**src/rtl/bloom_pkg.sv**
```systemverilog
// bloom_pkg: op codes, sequencer states and multiplicative hash seeds shared by the
// Bloom-filter instruction unit.
package bloom_pkg;

  typedef enum logic [4:0] {
    OP_INSERT = 5'b00001,
    OP_RESET  = 5'b00011,
    OP_CHECK  = 5'b00100
  } bloom_op_e;

  typedef enum logic [2:0] {
    ST_IDLE,
    ST_RD,
    ST_UPD,
    ST_CMP,
    ST_CLR,
    ST_DONE
  } bloom_state_e;

  // Odd seeds so each multiply is a bijection on the 32-bit key; entry 0 feeds probe 0.
  localparam logic [3:0][31:0] HASH_SEED = {
    32'h27D4_EB2F,
    32'hC2B2_AE3D,
    32'h85EB_CA77,
    32'h9E37_79B1
  };

endpackage

```
**src/rtl/bloom_hash.sv**
```systemverilog
// bloom_hash: multiplicative hash of a key with one seed; the top IW bits of the
// 32-bit product split into a filter word address and a bit select.
module bloom_hash #(
  parameter int IW = 10,
  parameter int BW = 5
) (
  input  logic [31:0]      key,
  input  logic [31:0]      seed,
  output logic [IW-BW-1:0] word_addr,
  output logic [BW-1:0]    bit_sel
);

  logic [31:0]   product;
  logic [IW-1:0] idx;

  assign product   = key * seed;
  assign idx       = IW'(product >> (32 - IW));
  assign word_addr = idx[IW-1:BW];
  assign bit_sel   = idx[BW-1:0];

endmodule

```
**src/rtl/bloom_op_ctrl.sv**
```systemverilog
// bloom_op_ctrl: sequencer for Bloom-filter insert/check/clear custom ops on a word-wide RAM.
// Define BLOOM_CTRL_STATS_EN to build the saturating insert counter on insert_cnt_o.
module bloom_op_ctrl
  import bloom_pkg::*;
#(
  parameter int FILTER_BITS = 1024,
  parameter int WORD_W      = 32,
  parameter int NUM_HASH    = 3,
  parameter int KEY_W       = 8,
  parameter int AW          = $clog2(FILTER_BITS / WORD_W)
) (
  input  logic              clk,
  input  logic              rst_i,
  input  logic              req_valid_i,
  output logic              req_ready_o,
  input  logic [4:0]        req_op_i,
  input  logic [31:0]       req_key_i,
  output logic              resp_valid_o,
  output logic              resp_match_o,
  output logic              resp_err_o,
  output logic              busy_o,
  output logic              mem_req_o,
  output logic              mem_we_o,
  output logic [AW-1:0]     mem_addr_o,
  output logic [WORD_W-1:0] mem_wdata_o,
  input  logic [WORD_W-1:0] mem_rdata_i,
  output logic [15:0]       insert_cnt_o
);

  localparam int          IW       = $clog2(FILTER_BITS);
  localparam int          BW       = $clog2(WORD_W);
  localparam int          DEPTH    = FILTER_BITS / WORD_W;
  localparam logic [31:0] KEY_MASK = (KEY_W >= 32) ? 32'hFFFF_FFFF : ((32'h1 << KEY_W) - 32'h1);
  localparam logic [1:0]  LAST_H   = 2'(NUM_HASH - 1);
  localparam logic [AW-1:0] LAST_A = AW'(DEPTH - 1);

  bloom_state_e  state;
  logic [4:0]    op_q;
  logic [31:0]   key_q;
  logic [1:0]    h_q;
  logic [AW-1:0] a_q;
  logic          match_q;
  logic          err_q;
  logic [AW-1:0] word_addr;
  logic [BW-1:0] bit_sel;

  bloom_hash #(.IW(IW), .BW(BW)) u_hash (
    .key       (key_q),
    .seed      (HASH_SEED[h_q]),
    .word_addr (word_addr),
    .bit_sel   (bit_sel)
  );

  // Check exits on the first clear probe; insert walks every probe with a read-modify-write.
  always_ff @(posedge clk or posedge rst_i) begin
    if (rst_i) begin
      state   <= ST_IDLE;
      op_q    <= '0;
      key_q   <= '0;
      h_q     <= '0;
      a_q     <= '0;
      match_q <= 1'b0;
      err_q   <= 1'b0;
    end else begin
      case (state)
        ST_IDLE: begin
          if (req_valid_i) begin
            op_q    <= req_op_i;
            key_q   <= req_key_i & KEY_MASK;
            h_q     <= '0;
            a_q     <= '0;
            match_q <= 1'b0;
            err_q   <= 1'b0;
            case (req_op_i)
              OP_INSERT, OP_CHECK: state <= ST_RD;
              OP_RESET:            state <= ST_CLR;
              default: begin
                err_q <= 1'b1;
                state <= ST_DONE;
              end
            endcase
          end
        end
        ST_RD: state <= (op_q == OP_INSERT) ? ST_UPD : ST_CMP;
        ST_UPD: begin
          if (h_q == LAST_H) begin
            state <= ST_DONE;
          end else begin
            h_q   <= h_q + 2'd1;
            state <= ST_RD;
          end
        end
        ST_CMP: begin
          if (!mem_rdata_i[bit_sel]) begin
            state <= ST_DONE;
          end else if (h_q == LAST_H) begin
            match_q <= 1'b1;
            state   <= ST_DONE;
          end else begin
            h_q   <= h_q + 2'd1;
            state <= ST_RD;
          end
        end
        ST_CLR: begin
          if (a_q == LAST_A) begin
            state <= ST_DONE;
          end else begin
            a_q <= a_q + AW'(1);
          end
        end
        ST_DONE: state <= ST_IDLE;
        default: state <= ST_IDLE;
      endcase
    end
  end

  always_comb begin
    mem_req_o   = 1'b0;
    mem_we_o    = 1'b0;
    mem_addr_o  = '0;
    mem_wdata_o = '0;
    case (state)
      ST_RD: begin
        mem_req_o  = 1'b1;
        mem_addr_o = word_addr;
      end
      ST_UPD: begin
        mem_req_o   = 1'b1;
        mem_we_o    = 1'b1;
        mem_addr_o  = word_addr;
        mem_wdata_o = mem_rdata_i | (WORD_W'(1) << bit_sel);
      end
      ST_CLR: begin
        mem_req_o  = 1'b1;
        mem_we_o   = 1'b1;
        mem_addr_o = a_q;
      end
      default: ;
    endcase
  end

  assign req_ready_o  = (state == ST_IDLE);
  assign busy_o       = (state != ST_IDLE);
  assign resp_valid_o = (state == ST_DONE);
  assign resp_match_o = resp_valid_o & match_q;
  assign resp_err_o   = resp_valid_o & err_q;

`ifdef BLOOM_CTRL_STATS_EN
  logic [15:0] insert_cnt_q;

  // Counts completed inserts; a clear op zeroes it when it completes.
  always_ff @(posedge clk or posedge rst_i) begin
    if (rst_i) begin
      insert_cnt_q <= '0;
    end else if (state == ST_DONE) begin
      if (op_q == OP_RESET) begin
        insert_cnt_q <= '0;
      end else if (op_q == OP_INSERT && insert_cnt_q != 16'hFFFF) begin
        insert_cnt_q <= insert_cnt_q + 16'd1;
      end
    end
  end

  assign insert_cnt_o = insert_cnt_q;
`else
  assign insert_cnt_o = 16'h0;
`endif

endmodule

```
**config.mk**
```make
export PLATFORM = sky130hd
export DESIGN_NAME = bloom_op_ctrl
export DESIGN_NICKNAME = d
export VERILOG_FILES = /design/src/rtl/bloom_pkg.sv /design/src/rtl/bloom_hash.sv /design/src/rtl/bloom_op_ctrl.sv
export SDC_FILE = /design/constraint.sdc
export NUM_CORES = 1
export LEC_CHECK = 0
export BUFFER_PORTS_ARGS = -buffer_cell sky130_fd_sc_hd__buf_4
export CAP_MARGIN = 10
export CORE_ASPECT_RATIO = 1.75
export CORE_UTILIZATION = 50
export DETAILED_ROUTE_END_ITERATION = 12
export PLACE_DENSITY = 0.77
export SLEW_MARGIN = 20
export SYNTH_ARGS = -nofsm -noshare
export SYNTH_HDL_FRONTEND = slang
export SYNTH_HIERARCHICAL = 1
export SYNTH_SLANG_ARGS = --single-unit
```
**constraint.sdc**
```tcl
create_clock -name clk -period 15.8 [get_ports clk]
set_input_delay 4.74 -clock clk [delete_from_list [all_inputs] [get_ports clk]]
set_output_delay 4.74 -clock clk [all_outputs]
set_load 0.01 [all_outputs]
```
==> metrics <==
RR Endpoint=match_q$_DFFE_PP0P_; Final Max Tran Viols=0; Post-CTS Setup Inserts=0; antenna fix cells=0; final core utilization=55.6%; Root Driver=clkbuf_16; Post-Syn Area=17600 um^2; Hold Buf Count CTS=0; area growth from synthesis to layout=9.24%; Post-synth top flop=dfrtp_1; most frequent cells in the layout=fa_1, inv_1, and2_1; DIE AREA=36000 um^2; Avg Vias per Cell=5.19; WL/cell=17.8 um; DRC=0; Max Clk Rate=69.5 MHz; critical path arrival=9.65 ns; min Tclk post-route=14.39 ns; Top Family by Delay on Critical Path=adder cells; slowest stage delay, CP=1.01 ns; status=finished, final reports clean; layout cells sized above 1=7.39%; fill count=3088; # IOs=132; Ys Warns=6; Mean Syn Cell Area=9.16 um^2; critical-path cell with the highest stage delay=a2111oi_0; launching point of the worst reg2reg path=h_q[1]$_DFFE_PP0P_; total global-route track usage=26.9%; die height=250 um; Max FO, Critical Path=32; initial core utilization=50.9%; violation count after the first detailed-route iteration=486; First-pass DRT Iterations=5; Tcrit/Tclk final=91.1%; number of core rows=90; Nets=2695; Post-Route WL=45200 um; Clock Tree Buf Depth=2; register area share after synthesis=3.55%; core area=34600 um^2; Port Buffer Count=91; total number of vias=13203; hold depth=1; Setup-failing EPs final=0; CP Buf/Inv Count=10; RSZ-0062 raised after global routing=no; Clock transition at path regs=0.06 ns; worst clock skew=0.00531 ns; TritonCTS clock tree=built; FFs w/ async S/R, synth=100%; H-tree levels=1; Die Wd=144 um; TNS Setup=0 ns; Max-cap violations=0; Post-Syn Instances=1921; Resize count post-CTS=0; Crit Path Class=register to output port; Worst Path Required=11.06 ns; FF+latch count, synth=25; CTS buffer count=3; Hold Path End=match_q$_DFFE_PP0P_; vias in the first global route=15121; Routed Antenna Nets=0; EDFF count, synth=0; first-pass GRT wire length=73900 um; CTS Sinks=25; initial antenna violation count=0; hold path start=match_q$_DFFE_PP0P_; critical path endpoint category=output port; number of distinct library cells after synthesis=63; Worst-Margin Slew=1.24 ns; largest net degree at the start of global routing=53; Final Wtd Congestion=0.857; commonest non-fill, non-tap cell in the layout=fa_1; Reg2Reg Setup Slack=5.89 ns; Worst path most repeated cell=fa_1; hold crit path type=register to register; Startpoint Class=register; Fin. Hold Viols=0; GRT overflow=0; detailed placer's ending HPWL=37500 um; worst reg-to-reg path cell count=33; later-pin clock latency in the skew report=0.26 ns; worst rel slew slack=14.9%
Yosys cell counts (all sizes together) (5+ instances only):
cell type    n  share of area, %
ha         130               9.2
dfrtp       25               3.6
nor2b       18              0.64
fa         407                46
xnor2       54               2.7
buf         24               1.0
and3         6              0.21
o2bb2ai      5              0.25
xor2        16              0.80
nor2        46              0.98
a21oi       52               1.5
inv        385               8.2
nand2      189               4.0
mux2        14              0.90
o21a         5              0.26
o21ai       10              0.28
clkbuf      86               1.8
mux2i       13              0.74
and2       363                13
a22oi        6              0.26
nor3         7              0.20
layout make-up:
| type | count | area (um^2) | share of cell area (%) |
|---|---|---|---|
| Tap cell | 460 | 576 | 2.99 |
| Clock inverter | 1 | 5.00 | 0.0260 |
| Timing Repair Buffer | 120 | 901 | 4.69 |
| Clock buffer | 3 | 75.1 | 0.391 |
| Sequential cell | 25 | 626 | 3.25 |
| Multi-Input combinational cell | 1551 | 15600 | 81.1 |
| Inverter | 385 | 1450 | 7.52 |
through the flow:
stage / hold WS, ns / setup slack, ns / area, um^2 / cells
floorplan: 0.442 / 3.06 / 18200 / 2071
global placement: 0.475 / 1.99 / 19100 / 2541
detailed placement: 0.479 / 1.81 / 19100 / 2541
CTS: 0.493 / 1.46 / 19200 / 2545
global route: 0.507 / 1.04 / 19200 / 2545
finish: 0.499 / 1.41 / 19200 / 2545
worst reg2reg max path, delay by kind of cell (launching register included):
kind	cells	cell delay [ns]
adder cells (fa/ha/maj)	10	4.28
AND/OR/NAND/NOR	6	1.19
AO/OA/AOI/OAI	8	2.76
flip-flops	1	0.34
buffers and inverters	9	1.21
worst max path at each step:
stage | startpoint | endpoint | slack, ns | cells past startpoint
finish | h_q[1]$_DFFE_PP0P_ | mem_wdata_o[9] | 1.41 | 32
global route | h_q[1]$_DFFE_PP0P_ | mem_wdata_o[8] | 1.04 | 32
CTS | h_q[1]$_DFFE_PP0P_ | mem_wdata_o[9] | 1.46 | 32
detailed placement | h_q[1]$_DFFE_PP0P_ | mem_wdata_o[9] | 1.81 | 32
global placement | h_q[1]$_DFFE_PP0P_ | mem_wdata_o[9] | 1.99 | 32
floorplan | h_q[0]$_DFFE_PP0P_ | mem_wdata_o[16] | 3.06 | 30
registers in the layout, indices dropped and copies added, names as in the netlist:
name and count:
a_q 5, err_q 1, h_q 2, key_q 8, match_q 1, op_q 5
state 3
routing by layer:
metal / wire length [um] / vias up / part of all wire, % / track usage [%]
met3: 1960 / 189 / 4.3 / 2.12
li1: - / 5823 / - / -
met4: 3140 / 0 / 6.9 / 17.0
met1: 14100 / 6738 / 31 / 26.0
met2: 26000 / 453 / 57 / 53.0
met5: 0 / - / 0 / 0
kinds of logic after synthesis:
kind of cell / Yosys count / synth area share [%]
compound gates: 111 / 4.36
xor+xnor: 70 / 3.48
fa+ha+maj: 537 / 55.5
buf+inv: 495 / 11.0
flops: 25 / 3.55
mux: 30 / 2.06
other cells: 2 / 0.0427
simple gates: 651 / 19.9
Power is left out: the tool's default activity adds up to more than one toggle a clock period on the data nets, which glitch-free logic cannot reach.
